### config.mk
export PLATFORM = sky130hd
export DESIGN_NAME = alu_ctrl_seq_flat
export DESIGN_NICKNAME = d
export VERILOG_FILES = /design/src/rtl/alu_ctrl_pkg.sv /design/src/rtl/alu_ctrl_seq_if.sv /design/src/rtl/alu_ctrl_decode.sv /design/src/rtl/alu_ctrl_seq.sv /design/src/flat_wrapper.sv
export SDC_FILE = /design/constraint.sdc
export NUM_CORES = 1
export LEC_CHECK = 0
export ABC_AREA = 1
export CORE_UTILIZATION = 50
export CTS_CLUSTER_DIAMETER = 150
export CTS_CLUSTER_SIZE = 8
export DETAILED_ROUTE_END_ITERATION = 6
export GPL_ROUTABILITY_DRIVEN = 0
export PLACE_DENSITY = 0.77
export SLEW_MARGIN = 20
export SYNTH_ARGS = -nofsm -noshare
export SYNTH_HDL_FRONTEND = slang
export SYNTH_SLANG_ARGS = --single-unit
### constraint.sdc
create_clock -name clk -period 1.68 [get_ports clk]
set_input_delay 0.336 -clock clk [delete_from_list [all_inputs] [get_ports clk]]
set_output_delay 0.336 -clock clk [all_outputs]
set_load 0.02 [all_outputs]
### src/rtl/alu_ctrl_pkg.sv
// Shared types and constants for the ALU control sequencer: FSM states,
// instruction-class encodings and ALU control codes.
package alu_ctrl_pkg;

  typedef enum logic [1:0] {
    S_IDLE = 2'd0,
    S_WAIT = 2'd1,
    S_OUT  = 2'd2
  } state_t;

  localparam logic [1:0] OP_RTYPE  = 2'b00;
  localparam logic [1:0] OP_BRANCH = 2'b01;
  localparam logic [1:0] OP_LDST   = 2'b10;
  localparam logic [1:0] OP_MULTI  = 2'b11;

  localparam logic [3:0] ALU_ADD = 4'd0;
  localparam logic [3:0] ALU_SUB = 4'd1;
  localparam logic [3:0] ALU_AND = 4'd2;
  localparam logic [3:0] ALU_OR  = 4'd3;
  localparam logic [3:0] ALU_XOR = 4'd4;
  localparam logic [3:0] ALU_SLL = 4'd5;
  localparam logic [3:0] ALU_SRL = 4'd6;
  localparam logic [3:0] ALU_SLT = 4'd7;
  localparam logic [3:0] ALU_MUL = 4'd8;
  localparam logic [3:0] ALU_DIV = 4'd9;

endpackage

### src/rtl/alu_ctrl_seq_if.sv
// Request/response handshake bundle between a requester and the ALU control sequencer.
interface alu_ctrl_seq_if #(
  parameter int OPC_W = 4,
  parameter int CNT_W = 4
);
  logic             in_valid;
  logic             in_ready;
  logic [1:0]       alu_op;
  logic [OPC_W-1:0] opcode;
  logic             out_valid;
  logic             out_ready;
  logic [CNT_W-1:0] alu_cnt;
  logic             illegal;
  logic             busy;

  modport master (
    output in_valid, alu_op, opcode, out_ready,
    input  in_ready, out_valid, alu_cnt, illegal, busy
  );

  modport slave (
    input  in_valid, alu_op, opcode, out_ready,
    output in_ready, out_valid, alu_cnt, illegal, busy
  );
endinterface

### src/rtl/alu_ctrl_decode.sv
// Pure combinational decode of (alu_op, opcode) into ALU code, multi-cycle flag
// and illegal flag; unmatched combinations fall back to ADD as single-cycle.
module alu_ctrl_decode
  import alu_ctrl_pkg::*;
#(
  parameter int OPC_W = 4,
  parameter int CNT_W = 4
) (
  input  logic [1:0]       alu_op,
  input  logic [OPC_W-1:0] opcode,
  output logic [CNT_W-1:0] code,
  output logic             multi,
  output logic             illegal
);

  logic [31:0] w_opc;
  logic [3:0]  w_code;

  assign w_opc = 32'(opcode);

  always_comb begin
    w_code  = ALU_ADD;
    multi   = 1'b0;
    illegal = 1'b0;
    case (alu_op)
      OP_LDST:   w_code = ALU_ADD;
      OP_BRANCH: w_code = ALU_SUB;
      OP_RTYPE: begin
        // R-type function opcodes 2..9 map linearly onto codes 0..7
        if (w_opc >= 32'd2 && w_opc <= 32'd9) begin
          w_code = 4'(w_opc - 32'd2);
        end else begin
          illegal = 1'b1;
        end
      end
      OP_MULTI: begin
        if (w_opc == 32'd0) begin
          w_code = ALU_MUL;
          multi  = 1'b1;
        end else if (w_opc == 32'd1) begin
          w_code = ALU_DIV;
          multi  = 1'b1;
        end else begin
          illegal = 1'b1;
        end
      end
      default: illegal = 1'b1;
    endcase
  end

  assign code = CNT_W'(w_code);

endmodule

### src/rtl/alu_ctrl_seq.sv
// ALU control sequencer: registers the decode of each accepted request and presents it
// with valid/ready; MUL/DIV wait MC_LAT cycles, back-to-back single-cycle ops run at 1/cycle.
module alu_ctrl_seq
  import alu_ctrl_pkg::*;
#(
  parameter int OPC_W  = 4,
  parameter int CNT_W  = 4,
  parameter int MC_LAT = 4
) (
  input  logic          clk,
  input  logic          rst,
  alu_ctrl_seq_if.slave bus
);

  state_t           r_state;
  state_t           w_state_nxt;
  logic [7:0]       r_cnt;
  logic [CNT_W-1:0] r_alu_cnt;
  logic             r_illegal;

  logic [CNT_W-1:0] w_code;
  logic             w_multi;
  logic             w_illegal;
  logic             w_in_ready;
  logic             w_accept;

  alu_ctrl_decode #(
    .OPC_W (OPC_W),
    .CNT_W (CNT_W)
  ) u_decode (
    .alu_op  (bus.alu_op),
    .opcode  (bus.opcode),
    .code    (w_code),
    .multi   (w_multi),
    .illegal (w_illegal)
  );

  // OUT can take a new request in the same cycle its result is consumed
  assign w_in_ready = (r_state == S_IDLE) || ((r_state == S_OUT) && bus.out_ready);
  assign w_accept   = bus.in_valid && w_in_ready;

  always_comb begin
    w_state_nxt = r_state;
    case (r_state)
      S_IDLE: begin
        if (w_accept) w_state_nxt = w_multi ? S_WAIT : S_OUT;
      end
      S_WAIT: begin
        if (r_cnt == 8'd0) w_state_nxt = S_OUT;
      end
      S_OUT: begin
        if (bus.out_ready) begin
          if (w_accept) w_state_nxt = w_multi ? S_WAIT : S_OUT;
          else          w_state_nxt = S_IDLE;
        end
      end
      default: w_state_nxt = S_IDLE;
    endcase
  end

  always_ff @(posedge clk) begin
    if (rst) begin
      r_state   <= S_IDLE;
      r_cnt     <= 8'd0;
      r_alu_cnt <= '0;
      r_illegal <= 1'b0;
    end else begin
      r_state <= w_state_nxt;
      if (w_accept) begin
        r_alu_cnt <= w_code;
        r_illegal <= w_illegal;
        r_cnt     <= w_multi ? 8'(MC_LAT - 1) : 8'd0;
      end else if ((r_state == S_WAIT) && (r_cnt != 8'd0)) begin
        r_cnt <= r_cnt - 8'd1;
      end
    end
  end

  assign bus.in_ready  = w_in_ready;
  assign bus.out_valid = (r_state == S_OUT);
  assign bus.alu_cnt   = r_alu_cnt;
  assign bus.illegal   = r_illegal;
  assign bus.busy      = (r_state != S_IDLE);

endmodule

### src/flat_wrapper.sv
// flat-port wrapper written by rule: the top's interface ports become plain ports
module alu_ctrl_seq_flat import alu_ctrl_pkg::*;
#(
  parameter int OPC_W  = 4,
  parameter int CNT_W  = 4,
  parameter int MC_LAT = 4
)
  (clk, rst, bus_in_valid, bus_alu_op, bus_opcode, bus_out_ready, bus_in_ready, bus_out_valid, bus_alu_cnt, bus_illegal, bus_busy);
  alu_ctrl_seq_if #(.OPC_W(OPC_W), .CNT_W(CNT_W)) bus_i ();
  input  logic clk;
  input  logic rst;
  input wire logic [$bits(bus_i.in_valid)-1:0] bus_in_valid;
  input wire logic [$bits(bus_i.alu_op)-1:0] bus_alu_op;
  input wire logic [$bits(bus_i.opcode)-1:0] bus_opcode;
  input wire logic [$bits(bus_i.out_ready)-1:0] bus_out_ready;
  output wire logic [$bits(bus_i.in_ready)-1:0] bus_in_ready;
  output wire logic [$bits(bus_i.out_valid)-1:0] bus_out_valid;
  output wire logic [$bits(bus_i.alu_cnt)-1:0] bus_alu_cnt;
  output wire logic [$bits(bus_i.illegal)-1:0] bus_illegal;
  output wire logic [$bits(bus_i.busy)-1:0] bus_busy;
  assign bus_i.in_valid = bus_in_valid;
  assign bus_i.alu_op = bus_alu_op;
  assign bus_i.opcode = bus_opcode;
  assign bus_i.out_ready = bus_out_ready;
  assign bus_in_ready = bus_i.in_ready;
  assign bus_out_valid = bus_i.out_valid;
  assign bus_alu_cnt = bus_i.alu_cnt;
  assign bus_illegal = bus_i.illegal;
  assign bus_busy = bus_i.busy;
  alu_ctrl_seq #(.OPC_W(OPC_W), .CNT_W(CNT_W), .MC_LAT(MC_LAT)) u_core (.clk(clk), .rst(rst), .bus(bus_i));
endmodule
Yosys cells after proc, flatten, opt, wreduce, memory -nomap -nowiden
Cells that the tools add are included.

Input bits: 10. Logic and storage cells: 50. Bits in registers: 15. Output and inout port bits: 8.

Magnitude comparators: 2. Mux-type cells: 20. Reduce and logical (&&, ||, !) cells: 13. $add $sub $neg: 2. Equal/unequal tests: 9.

Operators with widths (number): zero test 32 bit (1); 2-to-1 mux 8 bit (2); case mux 4 bit (4 select lines) (1); 2-to-1 mux 2 bit (6); 2-to-1 mux 4 bit (3); zero test 8 bit (1); nonzero test 8 bit (1); subtractor 8 x 1 -> 8 bit, second input constant (1); == test 2 bit, second input constant (3); 2-to-1 mux 1 bit (6); case mux 2 bit (3 select lines) (1); == test 2 x 1 -> 1 bit, second input constant (2); == test 4 x 1 -> 1 bit, second input constant (1); greater-or-equal comparator 4 x 2 -> 1 bit, second input constant (1); less-or-equal comparator 4 bit, second input constant (1); logical AND 1 bit (4); zero test 2 bit (2); != test 2 x 1 -> 1 bit, second input constant (2); nonzero test 2 bit (2); subtractor 4 x 2 -> 4 bit, second input constant (1); AND reduction 3 bit (1); != test 2 bit, second input constant (1); case mux 1 bit (2 select lines) (1); logical OR 1 bit (1).

Longest topological paths before layout
Word-level depth: 8. Depth in mapped cells: 9. Depth with buffers taken out: 9.

Cells and area by module
Synthesis repeated with hierarchy kept, for this count alone.

Cell total of the unflattened synthesis: 158. Area, all modules: 1028.5 µm².

Modules (own cells, without submodules): alu_ctrl_seq (cells an instance 126, times used 1, seq. area each 300.3 µm², area an instance 834.6 µm²); alu_ctrl_decode (cells an instance 32, times used 1, seq. area each 0.0 µm², area an instance 193.9 µm²).

Worst setup path after synthesis
No wires, ideal clock.

Path kind: input -> register. From: in bus_opcode[1]. To: reg u_core.r_alu_cnt[3] (netlist: u_core.bus.alu_cnt[3]). Library setup time: 0.120 ns. Buffers on the path: 0. Arrival time: 1.069 ns. Cell stages on the path: 6. Slack: 0.491 ns. Data required time: 1.560 ns. Cell sequence: inv_1 ha_1 xor2_1 or2_0 o211ai_1 nand2_1.

Cells in the longest elaborated chain, start to end: 4. Elaborated cells on any way between the ends: 10. Classes of those cells: add/sub: 1; order compare: 2; eq/ne: 1; mux: 4; reduce/logical: 2.

Ends and longest elaborated chain: start, declared (line flat_wrapper.sv:14) `input wire logic [$bits(bus_i.opcode)-1:0] bus_opcode;`; greater-or-equal comparator 4 x 2 -> 1 bit, or another cell as far along (line alu_ctrl_decode.sv:30) `if (w_opc >= 32'd2 && w_opc <= 32'd9) begin`; logical AND 1 bit / 2-to-1 mux 4 bit (equally long branches) (line alu_ctrl_decode.sv:30, alu_ctrl_decode.sv:40); 2-to-1 mux 4 bit (on tied branches) (line alu_ctrl_decode.sv:30, alu_ctrl_decode.sv:37); case mux 4 bit (4 select lines) * (line alu_ctrl_decode.sv:25) `case (alu_op)`; end signal, assigned (line alu_ctrl_seq.sv:70) `r_alu_cnt <= w_code;`; end, declared (line alu_ctrl_seq.sv:18) `logic [CNT_W-1:0] r_alu_cnt;`.

Mark *: on every way between the ends. The rest lies on a longest branch, timed or not. A chain may end at the register's enable or synchronous reset.

Worst setup path after layout
From: reg u_core.r_alu_cnt[0] (netlist: u_core.bus.alu_cnt[0]). To: out bus_alu_cnt[0].

RTL lines: end, declared (line flat_wrapper.sv:18) `output wire logic [$bits(bus_i.alu_cnt)-1:0] bus_alu_cnt;`.

No word-level cell between the ends.

==> qor.yml <==
numCtsBuffers: 3
initial_core_util: 0.556
grt_overflow: 0
track_usage: 0.228
slew_viol_final: 0
drt_iter0_drc: 19
final_core_util: 0.702
final_nets: 192
drt_pass1_iterations: 4
power.leakage_nw: 0.615
n_fill_cell: 167
cts_max_level: 1
cap_viol_max_count: 0
fin_skew_ps: 1.89
rsz0062_at_grt: "false"
intPower_mw: 0.553
viasPerCell: 4.88
area.growth.synth_to_final_pct: 26.4
path_max_fanout: 2
status: "complete, no violations"
tritoncts: "built"
p_per_area_nw_per_um2: 652
dp.cells: 195
relSlewSlack: 0.776
ys_seq_area_frac: 0.303
crit_slowest_cell: "clkdlybuf4s50_1"
p_switching_mw: 0.263
synth.distinct_cells: 28
antenna_found_initial: 0
port_buffers: 17
synth_ff_type: "dfxtp_1"
wl_met1_um: 917
drive_gt1_frac: 0.155
root_buffer: "clkbuf_4"
final_cells: 199
synthArstFlopShare: 0
cp_top_family: "buffers and inverters"
crit_required_ps: 1340
clkTransAtPathRegs_ps: 90
hold_viol_final: 0
cts_buffer_depth: 2
period_share: 0.942
cp_cell_sequence: "clkdlybuf4s50_1"
worstPathArrival_ps: 1250
critPathBufInv: 1
top_layer_used: "met4"
p_sw_frac: 0.323
die_area_um2: 2160
ir_drop_v: 0.000429
hold_buffers: 0
ios: 18
diodes: 0
ys_warn_count: 0
worstSetupStartpointType: "register"
drc: 0
grt_max_degree: 11
wire_per_inst_um: 10.2
hpwl_um: 1700
rows: 15
die_width_um: 46.5
drt_wl_total_um: 2030
clk_latency_ps: 280
worstSetupEndpointType: "output pin"
ant_nets: 0
setup_tns_ps: 0
grt_pass1_wl_um: 3510
hp-class: "register to register"
seqPwrFrac: 0.465
min_period_ps: 1580
max_stage_delay_ps: 620
syn_nets: 165
synth_seq_cells: 15
synth_cells: 148
worst_pin_slew_ps: 333
path_class: "register to output pin"
clock-sinks: 15
max_freq_ghz: 0.632
clock_power_share: 0.260
setup_violations: 0
num_vias: 971
core-area_um2: 1780
synth_edf_count: 0
holdWs_ps: 451
p_total_mw: 0.816
comb_power_share: 0.274
syn_avg_cell_area_um2: 6.70
met2_length_um: 1030
syn-cell-area_um2: 991
cts_setup_buffers: 0
grt_pass1_vias: 851
fp.dieH_um: 46.5
dr_wl_met3_um: 51
kinds of logic after synthesis:
kind of cell    Yosys count  synth area share
fa+ha+maj                 7            0.0884
simple gates             82             0.385
flops                    15             0.303
buf+inv                  27             0.111
compound gates           16             0.104
xor+xnor                  1           0.00884
registers in the layout (all words and copies together) (netlist names):
register / cells
u_core.bus.alu_cnt: 4
u_core.bus.illegal: 1
u_core.r_cnt: 8
u_core.r_state: 2
cell usage in the layout, fill, tap and decap left out, drive strengths merged:
master | netlist | routed
a22oi | 1 | 1
buf | 1 | 6
nor2 | 24 | 24
nand3 | 6 | 6
ha | 7 | 7
or2 | 1 | 1
o21ai | 7 | 7
clkdlybuf4s50 | 0 | 14
xor2 | 1 | 1
nand2 | 43 | 43
clkinv | 0 | 1
nor3 | 3 | 3
dlygate4sd2 | 0 | 2
dfxtp | 15 | 15
inv | 26 | 26
o21a | 1 | 1
a22o | 1 | 1
a21oi | 5 | 5
o211ai | 1 | 1
clkbuf | 0 | 4
nand4 | 5 | 5
metrics by stage:
| stage | worst slack, ps | cell area, um2 |
|---|---|---|
| 2_1_floorplan | 491 | 991 |
| 3_3_place_gp | -195 | 1230 |
| 3_5_place_dp | -235 | 1230 |
| 4_1_cts | 36.9 | 1260 |
| 5_1_grt | 55.9 | 1250 |
| 6_report | 96.8 | 1250 |
timing repair:
action,in CTS,in global routing
setup endpoints to repair,3,1
pin swaps,0,0
gates resized for setup,3,2
metal layers:
| layer | track usage | vias up |
|---|---|---|
| met5 | 0 | - |
| met4 | 0.0882 | 0 |
| met3 | 0.0353 | 4 |
| met2 | 0.403 | 15 |
| met1 | 0.271 | 437 |
| li1 | - | 515 |
power by group through the flow:
| stage | clock (mW) | sequential (mW) | combinational [mW] |
|---|---|---|---|
| after global routing | 0.233 | 0.382 | 0.250 |
| final | 0.212 | 0.380 | 0.224 |
| after detailed placement | 0 | 0.388 | 0.231 |
| after CTS | 0.213 | 0.380 | 0.225 |
| after global placement | 0 | 0.387 | 0.224 |
| after floorplan | 0 | 0.393 | 0.137 |
cells in the mapped netlist (all sizes together), types with 3 or more instances:
| master | count | share of area |
|---|---|---|
| nand2 | 43 | 0.17 |
| inv | 26 | 0.11 |
| nor2 | 24 | 0.11 |
| dfxtp | 15 | 0.30 |
| ha | 7 | 0.088 |
| o21ai | 7 | 0.039 |
| nand3 | 6 | 0.043 |
| a21oi | 5 | 0.033 |
| nand4 | 5 | 0.032 |
| nor3 | 3 | 0.020 |
cell type report:
| class | count | area, um2 | share of cell area |
|---|---|---|---|
| Sequential cell | 15 | 300 | 0.240 |
| Clock inverter | 1 | 5.00 | 0.00400 |
| Clock buffer | 3 | 22.5 | 0.0180 |
| Multi-Input combinational cell | 106 | 581 | 0.464 |
| Timing Repair Buffer | 23 | 208 | 0.166 |
| Tap cell | 25 | 31.3 | 0.0250 |
| Inverter | 26 | 105 | 0.0839 |
worst paths after layout:
check | startpoint | endpoint | slack (ps) | depth (start not counted)
worst max register to register | u_core.r_cnt[0] | u_core.r_cnt[1] | 330 | 7
worst min register to register | u_core.bus.alu_cnt[1] | u_core.bus.alu_cnt[1] | 450 | 2
worst max-delay path | u_core.bus.alu_cnt[0] | bus_alu_cnt[0] | 100 | 1
worst min-delay path | u_core.bus.alu_cnt[1] | u_core.bus.alu_cnt[1] | 450 | 2
No activity file was read; power rests on OpenSTA's default activity.
